**src/rtl/phrase_streamer.sv**
```systemverilog
// Streams a ROM phrase byte-by-byte over valid/ready; latches cur_num on finish.
// Optional CRLF_EN appends 0D 0A after the phrase.
module phrase_streamer #(
  parameter logic [2:0] START_NUM  = 3'd0,
  parameter int         GAP_CYCLES = 0
) (
  input  logic       clk,
  input  logic       rst,
  input  logic       start,
  input  logic [2:0] phrase_num,
  output logic [7:0] char_data,
  output logic       char_valid,
  input  logic       char_ready,
  output logic       busy,
  output logic       done,
  output logic [2:0] cur_num
);

  typedef enum logic [2:0] {
    IDLE,
    SEND,
    GAP,
`ifdef CRLF_EN
    TERM,
`endif
    DONE
  } state_t;

  localparam logic       NO_GAP = (GAP_CYCLES == 0);
  localparam logic [7:0] GAP_LD = 8'(GAP_CYCLES - 1);

  state_t            state_q, state_d;
  logic [2:0]        num_q, num_d;
  logic [3:0]        idx_q, idx_d;
  logic [7:0]        gap_q, gap_d;
  logic [2:0]        cur_q, cur_d;
  logic [0:15][7:0]  row;
  logic [3:0]        len;
  logic [3:0]        idx_nx;
  logic [7:0]        phr_char;
`ifdef CRLF_EN
  logic              term_q, term_d;
`endif

  // Rows are left-aligned so byte k of the row is character k.
  always_comb begin
    unique case (num_q)
      3'd0: begin row = {"HELLO WORLD", 40'd0};   len = 4'd11; end
      3'd1: begin row = {"HOW YOU DOIN", 32'd0};  len = 4'd12; end
      3'd2: begin row = {"HEY", 104'd0};          len = 4'd3;  end
      3'd3: begin row = {"SUP", 104'd0};          len = 4'd3;  end
      3'd4: begin row = {"GMORNING", 64'd0};      len = 4'd8;  end
      3'd5: begin row = {"WHAT IS LIFE", 32'd0};  len = 4'd12; end
      3'd6: begin row = {"ARGGGG", 80'd0};        len = 4'd6;  end
      default: begin row = {"I NEED H2O", 48'd0}; len = 4'd10; end
    endcase
    phr_char = row[idx_q];
    idx_nx   = idx_q + 4'd1;
  end

  always_comb begin
    state_d    = state_q;
    num_d      = num_q;
    idx_d      = idx_q;
    gap_d      = gap_q;
    cur_d      = cur_q;
    char_valid = 1'b0;
    char_data  = 8'h00;
`ifdef CRLF_EN
    term_d     = term_q;
`endif
    unique case (state_q)
      IDLE: begin
        if (start) begin
          num_d   = phrase_num;
          idx_d   = 4'd0;
          state_d = SEND;
`ifdef CRLF_EN
          term_d  = 1'b0;
`endif
        end
      end
      SEND: begin
        char_valid = 1'b1;
        char_data  = phr_char;
        if (char_ready) begin
          idx_d = idx_nx;
          if (idx_nx == len) begin
`ifdef CRLF_EN
            if (NO_GAP) begin
              state_d = TERM;
            end else begin
              state_d = GAP;
              gap_d   = GAP_LD;
            end
`else
            state_d = DONE;
            cur_d   = num_q;
`endif
          end else if (!NO_GAP) begin
            state_d = GAP;
            gap_d   = GAP_LD;
          end
        end
      end
      GAP: begin
        if (gap_q == 8'd0) begin
`ifdef CRLF_EN
          state_d = (idx_q == len) ? TERM : SEND;
`else
          state_d = SEND;
`endif
        end else begin
          gap_d = gap_q - 8'd1;
        end
      end
`ifdef CRLF_EN
      TERM: begin
        char_valid = 1'b1;
        char_data  = term_q ? 8'h0A : 8'h0D;
        if (char_ready) begin
          if (term_q) begin
            state_d = DONE;
            cur_d   = num_q;
          end else begin
            term_d = 1'b1;
            if (!NO_GAP) begin
              state_d = GAP;
              gap_d   = GAP_LD;
            end
          end
        end
      end
`endif
      DONE: state_d = IDLE;
      default: state_d = IDLE;
    endcase
    busy    = (state_q != IDLE);
    done    = (state_q == DONE);
    cur_num = cur_q;
  end

  always_ff @(posedge clk) begin
    if (rst) begin
      state_q <= IDLE;
      num_q   <= 3'd0;
      idx_q   <= 4'd0;
      gap_q   <= 8'd0;
      cur_q   <= START_NUM;
`ifdef CRLF_EN
      term_q  <= 1'b0;
`endif
    end else begin
      state_q <= state_d;
      num_q   <= num_d;
      idx_q   <= idx_d;
      gap_q   <= gap_d;
      cur_q   <= cur_d;
`ifdef CRLF_EN
      term_q  <= term_d;
`endif
    end
  end

endmodule

```
**config.mk**
```make
export PLATFORM = sky130hd
export DESIGN_NAME = phrase_streamer
export DESIGN_NICKNAME = d
export VERILOG_FILES = /design/src/rtl/phrase_streamer.sv
export SDC_FILE = /design/constraint.sdc
export NUM_CORES = 1
export LEC_CHECK = 0
export CAP_MARGIN = 15
export CORE_UTILIZATION = 58
export CTS_CLUSTER_DIAMETER = 200
export DETAILED_ROUTE_END_ITERATION = 10
export PLACE_DENSITY_LB_ADDON = 0.1
export RECOVER_POWER = 50
export SETUP_SLACK_MARGIN = 0.2
export SYNTH_ARGS = -nofsm -noshare
export SYNTH_HDL_FRONTEND = slang
export SYNTH_SLANG_ARGS = --single-unit
```
**constraint.sdc**
```tcl
create_clock -name clk -period 2.4 [get_ports clk]
set_input_delay 0.6 -clock clk [delete_from_list [all_inputs] [get_ports clk]]
set_output_delay 0.6 -clock clk [all_outputs]
set_load 0.01 [all_outputs]
```
# Word-level counts from Yosys, hierarchy flattened
# Index checks and enable logic that the tools add are counted.
[word_totals]
latchBits = 0
input_bits = 7
reg_bits = 21
rom_bits = 0
mem_bits_rw = 0
n_memories = 0
[op_classes]
reduce_logical = 12
div = 0
multipliers = 0
n_shift = 0
n_addsub = 2
mux = 15
bitwise = 2
n_lt_le_gt_ge = 1
n_eq_ne = 14
[op_table]
columns = ["cell", "count"]
rows = [
  ["125-bit case mux with 7 select lines", 1],
  ["8-bit binary-select mux with 4-bit select", 1],
  ["8-bit 2-to-1 mux", 3],
  ["4-bit case mux with 5 select lines", 1],
  ["3-bit by 2-bit == test with 1-bit output (second input constant)", 4],
  ["3-bit 2-to-1 mux", 4],
  ["3-bit == test (second input constant)", 3],
  ["3-bit case mux with 3 select lines", 1],
  ["8-bit logical NOT", 1],
  ["4-bit 2-to-1 mux", 2],
  ["2-bit inequality test (second input constant)", 4],
  ["4-bit case mux with 2 select lines", 1],
  ["8-bit by 1-bit subtractor with 8-bit output (second input constant)", 1],
  ["3-bit by 1-bit == test with 1-bit output (second input constant)", 2],
  ["3-bit logical NOT", 2],
  ["3-bit AND reduction", 2],
  ["5-bit >= comparator (second input constant)", 1],
  ["4-bit NOT with 5-bit output", 1],
  ["4-bit by 1-bit adder with 4-bit output (second input constant)", 1],
  ["4-bit == test", 1],
  ["2-bit AND reduction", 2],
  ["4-bit AND reduction", 1],
  ["2-bit OR reduction", 2],
  ["3-bit nonzero test", 1],
  ["3 further kinds", 3],
]

# Longest topological paths before layout
# Gate-level depths: netlist (run 1).
[depth]
word_depth = 7
ltp_mapped = 7
ltp_nobuf = 7

# Least setup slack after synthesis (run 1)
# OpenSTA, ideal clock, no wires.
[synth_timing]
path_kind = "register to output"
start = "reg idx_q[0]"
end = "out char_data[1]"
arrival_time_ns = 1.414
required_ns = 1.800
stages_incl_launch_ff = 7
slack_ns = 0.386
path_buffers = 1
path_cell_list = "dfxtp_1 buf_2 nor2b_2 nor2_1 o41ai_1 a21oi_1 a311oi_2"
[synth_via]
elab_chain_len = 5
[synth_lines]
columns = ["element", "line", "source"]
rows = [
  ["start, declared", "34", "logic [3:0] idx_q, idx_d;"],
  ["start signal, assigned", "156", "idx_q <= idx_d;"],
  ["4-bit NOT with 5-bit output (implied by the code)", "57", "phr_char = row[idx_q];"],
  ["8-bit binary-select mux with 4-bit select", "57", ""],
  ["8-bit 2-to-1 mux (implied by the code) (2 in a row)", "57", ""],
  ["8-bit 2-to-1 mux", "72", "unique case (state_q)"],
  ["end, declared", "11", "output logic [7:0] char_data,"],
]
# Every way passes these cells. The select of a mux whose other input is x is not followed.

# Worst setup path after layout (run 1)
# Same ends and word-level chain as after synthesis.

==> metrics.yaml, run 1 <==
global_route:
  grt_pass1_vias: 2386
  antenna_found_initial: 0
  grt_max_degree: 18
  grt_use_total: 0.393
  gr-total-overflow: 0
  grt_pass1_wl_mm: 10.9
timing:
  period_minus_slack_ps: 2590
  fin_crit_sh: 1.08
  skew_ps: 0.756
  hold_viol: 0
  setup_slack_ps: -195
  finalSetupViolCount: 6
  setup_tns_ps: -674
  slew_violations: 0
  fmax_ghz: 0.385
  grt_setup_unrepaired: "true"
critical_path:
  required_ps: 1800
  crit_start: "idx_q[0]"
  cp_num_buf_inv: 2
  cp_max_fo: 5
  worstSetupPathType: "reg -> out"
  cp_top_family: "compound AO/OA/AOI/OAI gates"
  end_kind: "output pin"
  cp-start-kind: "flip-flop"
  timing.rr.start: "idx_q[0]"
  cp_cell_sequence: "buf_4 > xor2_1 > o31ai_1 > a21oi_1 > a311oi_2 > buf_2"
  arrival_ps: 1990
  max_stage_delay_ps: 390
  crit_path_top_delay_cell: "dfxtp_4"
synth:
  yosysTopAreaCellShare: 0.195
  synth.most_common_cell: "nor2_1"
  synth_edf_count: 0
  avgSynthCellArea_um2: 7.35
  syn_area_um2: 2060
  syn-instance-count: 280
  synth_top_cells_by_area: "dfxtp_1 19%, nor2_1 6.7%, a21oi_1 5.6%"
  syn_nets: 290
  synth_common_cells: "37 x nor2_1, 23 x a21oi_1, 20 x dfxtp_1"
  synth.distinct_cells: 69
  async_reset_ff_frac: 0
  synth_top_area_cell: "dfxtp_1"
  seq_area_frac_synth: 0.195
  synth_flop_cell: "dfxtp_1"
  yosys_warnings: 0
  ys_seq_elements: 20
pwr:
  vdd_drop_max_uv: 404
  p_leak_nw: 1.24
  power_density_nw_per_um2: 301
  power_w: 0.000923
routing:
  drc: 0
  wl_per_cell_um: 20.5
  wirelength_mm: 8.36
  via_per_inst: 6.59
  vias: 2687
  drtAntennaViolNets: 0
  drt-pass1-iter-count: 6
  drt_iter0_markers: 578
placed_design:
  dpl.hpwl_mm: 4.43
  place_congestion: 0.923
  dpl_cell_area_um2: 2700
  io_buffer_count: 19
cts:
  clock_sinks: 20
  clk_latency_ps: 310
  hold_buffers: 0
  cts-root-buf: "clkbuf_4"
  numCtsBuffers: 3
  clockBufferDepth: 2
  clk_pin_slew_ps: 110
  h-tree-depth: 1
  cts_tree: "done"
layout:
  num-fill-cells: 144
  drive_gt1_frac: 0.420
  area_growth_pct: 49.1
  design_area_um2: 3070
  utilization: 0.913
  antenna_cells: 0
  final_nets: 373
floorplanning:
  ios: 21
  rows: 21
  core_area_um2: 3360
  dieWidth_um: 61.6
  die_area_um2: 3790
  dieHeight_um: 61.6
  initial_utilization: 0.612
worst_hold_path:
  holdCritStartpoint: "cur_num[0]"
  hp-class: "reg -> reg"
outcome:
  violations: "negative setup slack"
  outcome: "finished with violations"
run:
  cap_violations: 0
worst min-delay path, stage by stage, from the launching register on:
cell	delay [ps]
dfxtp_1	330
nand2b_1	70
mux2i_1	60
final cells by class:
type / instances / area (um2) / share of cell area
Clock buffer: 4 / 36.3 / 0.0118
Sequential cell: 20 / 420 / 0.137
Tap cell: 46 / 57.6 / 0.0188
Inverter: 7 / 28.8 / 0.00938
Timing Repair Buffer: 106 / 881 / 0.287
Multi-Input combinational cell: 225 / 1650 / 0.536
sequential cells by signal (all words and copies together) (netlist names):
register  flops
idx_q         4
gap_q         8
state_q       2
num_q         3
cur_num       3
logic make-up after synthesis:
kind of cell	synth area share
other	0.00182
adder cells (fa/ha/maj)	0.0182
AND/OR/NAND/NOR	0.302
multiplexers	0.0401
flip-flops	0.195
XOR/XNOR	0.0632
AO/OA/AOI/OAI	0.281
buffers and inverters	0.0997
cell usage in the layout, fill, tap and decap left out, drive strengths merged, types with 3 or more instances in the layout:
cell type | Yosys | final
o21ai | 16 | 16
clkdlybuf4s50 | 0 | 10
buf | 26 | 94
xnor2 | 7 | 7
clkbuf | 2 | 4
dfxtp | 20 | 20
nand3b | 4 | 4
nor4 | 3 | 3
nand3 | 10 | 10
o21bai | 3 | 3
xor2 | 7 | 7
a211oi | 4 | 4
o211ai | 4 | 4
a21oi | 25 | 25
o22ai | 5 | 5
mux2i | 6 | 6
inv | 7 | 7
a21boi | 3 | 3
ha | 3 | 3
and2 | 4 | 4
nand2b | 12 | 12
nor2 | 37 | 37
or2 | 3 | 3
nand2 | 16 | 16
o31ai | 4 | 4
nor3 | 9 | 9
nor2b | 8 | 8
metal layers:
| metal | vias to the layer above | track usage | wire length (um) |
|---|---|---|---|
| met3 | 73 | 0.0672 | 953 |
| met5 | - | 0 | 0 |
| met1 | 1193 | 0.458 | 3050 |
| met2 | 256 | 0.642 | 3850 |
| met4 | 0 | 0.298 | 504 |
| li1 | 1165 | - | - |
power breakdown:
group	total (W)	internal [W]	switching, W	leakage, nW
logic	0.000378	0.000188	0.000191	1.05
clock network	0.000198	0.0000928	0.000105	0.0210
registers	0.000347	0.000335	0.0000125	0.166
metrics by stage:
step | cells | hold slack (ps) | setup WS, ps
floorplan | 280 | 480 | 386
global placement | 390 | 461 | -206
detailed placement | 390 | 474 | -241
CTS | 404 | 497 | -55.6
global route | 408 | 522 | -367
finish | 408 | 495 | -195
timing repair:
action / CTS / global route
pin swaps: 15 / 5
gates cloned: 0 / 0
setup buffers: 10 / 4
resized for setup: 72 / 27
endpoints found under the setup margin: 8 / 8
path summary, 6_finish.rpt:
| kind | end | cells past startpoint | slack, ps |
|---|---|---|---|
| worst max-delay path | char_data[1] | 6 | -190 |
| worst min-delay path | cur_num[0] | 2 | 490 |
| worst max register to register | cur_num[1] | 7 | 410 |
| worst min register to register | cur_num[0] | 2 | 490 |
Note: power is estimated with default switching activity, not from simulation.
==> run 2, diff against run 1 <==
Settings changed: CORE_UTILIZATION 58 to 60, DONT_BUFFER_PORTS from default to 1, SKIP_CTS_REPAIR_TIMING from default to 1.
==> run 2 against run 1 <==
  * The run still ends with negative setup slack left
  * Via count fell by 16%
  * Non-clock buffer count fell by 57
  * Register-to-register slack got worse by 40 ps
  * Maximum frequency rose by 5.9%
  * Clock-buffer cell count fell by 1
  * Sequential share of layout area rose by 2.6 points
  * Global-route usage fell by 8.2 points
  * Power fell by 2.4%
  * Clock power rose by 40%
  * Largest cell class unchanged
  * Highest routed layer unchanged
==> metrics.yaml, run 2 (synthesized netlist as in run 1, its figures left out) <==
outcome:
  outcome: "finished with violations"
  violations: "negative setup slack"
floorplanning:
  initial_utilization: 0.653  # +0.0408
  dieHeight_um: 60.6  # -1.6%
  ios: 21  # unchanged
  core_area_um2: 3150  # -6.3%
  rows: 20  # -4.8%
  dieWidth_um: 60.6  # -1.6%
  die_area_um2: 3670  # -3.2%
critical_path:
  cp_num_buf_inv: 2  # unchanged
  cp_top_family: "compound AO/OA/AOI/OAI gates"
  crit_path_top_delay_cell: "dfxtp_4"
  reg2reg_depth: 8  # +1
  cp.depth: 7  # +1
  arrival_ps: 1850  # -140 ps
  end_kind: "output pin"
  worstSetupPathType: "reg -> out"
  cp-start-kind: "flip-flop"
  cp_cell_sequence: "buf_6 > buf_4 > nor2b_4 > nor2_1 > o41ai_2 > a21oi_1 > a311oi_2"
  required_ps: 1800  # about the same
  cp_max_fo: 7  # +2
  max_stage_delay_ps: 380  # about the same
layout:
  largest_reg_flops: 8  # unchanged
  area_growth_pct: 25.0
  regArea_um2: 420  # unchanged
  num-fill-cells: 204  # +42%
  drive_gt1_frac: 0.334  # -0.0855
  final_nets: 316  # -15%
  top_regs: "gap_q (8), idx_q (4)"
  final_common_cell: "nor2_1"
  antenna_cells: 0  # unchanged
  multi_input_area_um2: 1560  # -4.9%
  finalNonFillerCells: 349  # -14%
  largest-register: "gap_q"
  mostFrequentLayoutCells: "32 x nor2_1, 31 x buf_4, 18 x a21oi_1, 14 x dfxtp_1, 12 x nand2_1"
placed_design:
  io_buffer_count: 0  # -19
  placedCellCount: 324  # -17%
  dpl.hpwl_mm: 3.80  # -14%
  place_congestion: 0.929  # +0.69%
global_route:
  grt_max_degree: 24  # +6
  antenna_found_initial: 0  # unchanged
  grt_pass1_vias: 1836  # -23%
  grt_use_total: 0.312  # -0.0817
  gr-total-overflow: 0  # unchanged
  grt_pass1_wl_mm: 8.65  # -21%
pwr:
  power_density_nw_per_um2: 350  # +17%
  power_switching_w: 0.000271  # -12%
  power.internal_w: 0.000631  # +2.5%
  combPwrFrac: 0.306  # -0.104
  p_leak_nw: 0.953  # -23%
  vdd_drop_max_uv: 368  # -8.8%
  seqPwrFrac: 0.385  # +0.009
  swShare: 0.301  # -0.0331
  power_w: 0.000902  # -2.4%
  clkPwrFrac: 0.309  # +0.095
cts:
  clk_latency_ps: 310  # about the same
  cts_tree: "done"
  numCtsBuffers: 3  # unchanged
  clock_sinks: 20  # unchanged
  clk_pin_slew_ps: 120  # about the same
  cts-root-buf: "clkbuf_4"
  clockBufferDepth: 2  # unchanged
  h-tree-depth: 1  # unchanged
routing:
  vias: 2258  # -16%
  wirelength_mm: 6.31  # -24%
  drt_iter0_markers: 295  # -49%
  via_per_inst: 6.47  # -1.8%
  wl_per_cell_um: 18.1  # -12%
  drtAntennaViolNets: 0  # unchanged
  drt-pass1-iter-count: 5  # -1
  drc: 0  # unchanged
timing:
  finalSetupViolCount: 4  # -2
  slew_violations: 0  # unchanged
  hold_viol: 0  # unchanged
  skew_ps: 11.6  # +10.9 ps
  fmax_ghz: 0.408  # +5.9%
  setup_slack_ps: -51.3  # +144 ps
  grt_setup_unrepaired: "true"
  holdWs_ps: 333  # -161 ps
  fin_crit_sh: 1.02  # -0.0598
  period_minus_slack_ps: 2450  # -144 ps
worst_hold_path:
  hp-class: "in -> reg"
  hold_depth: 1  # -1
run:
  cap_violations: 0  # unchanged
run 2: area by class of cell:
cell class                 count  share of cell area
sequential                    20               0.163
timing repair buffer          49               0.175
inverter                       7              0.0117
multi-input combinational    225               0.608
tap                           44              0.0214
clock inverter                 1              0.0117
clock buffer                   3             0.00875
run 2: path summary, 6_finish.rpt:
kind                 start      endpoint  slack, ps
setup / recovery  num_q[2]  char_data[1]        -50
setup reg to reg  num_q[0]    cur_num[2]        370
hold reg to reg   gap_q[1]      gap_q[1]        520
hold / removal         rst      idx_q[2]        330
run 2: per-layer routing:
layer	up-vias	routed length (um)	global-route usage
met1	1061	2540	0.428
met2	119	2980	0.507
met4	0	286	0.110
met3	37	504	0.0341
li1	1041	-	-
met5	-	0	0
run 2: power by group through the flow:
stage               Clock [W]  Combinational [W]  Sequential (W)
global route         0.000298           0.000292        0.000348
global placement            0           0.000199        0.000358
detailed placement          0           0.000200        0.000358
floorplan                   0           0.000165        0.000351
CTS                  0.000282           0.000202        0.000351
finish               0.000278           0.000276        0.000347
run 2: stage by stage:
step | area, um2 | worst slack, ps | setup TNS [ps] | util
after CTS | 2210 | -234 | -1250 | 0.701
after global routing | 2570 | -112 | -432 | 0.816
after global placement | 2160 | 109 | 0 | 0.684
final | 2570 | -51.3 | -133 | 0.816
after detailed placement | 2160 | 123 | 0 | 0.684
after floorplan | 2060 | 386 | 0 | -
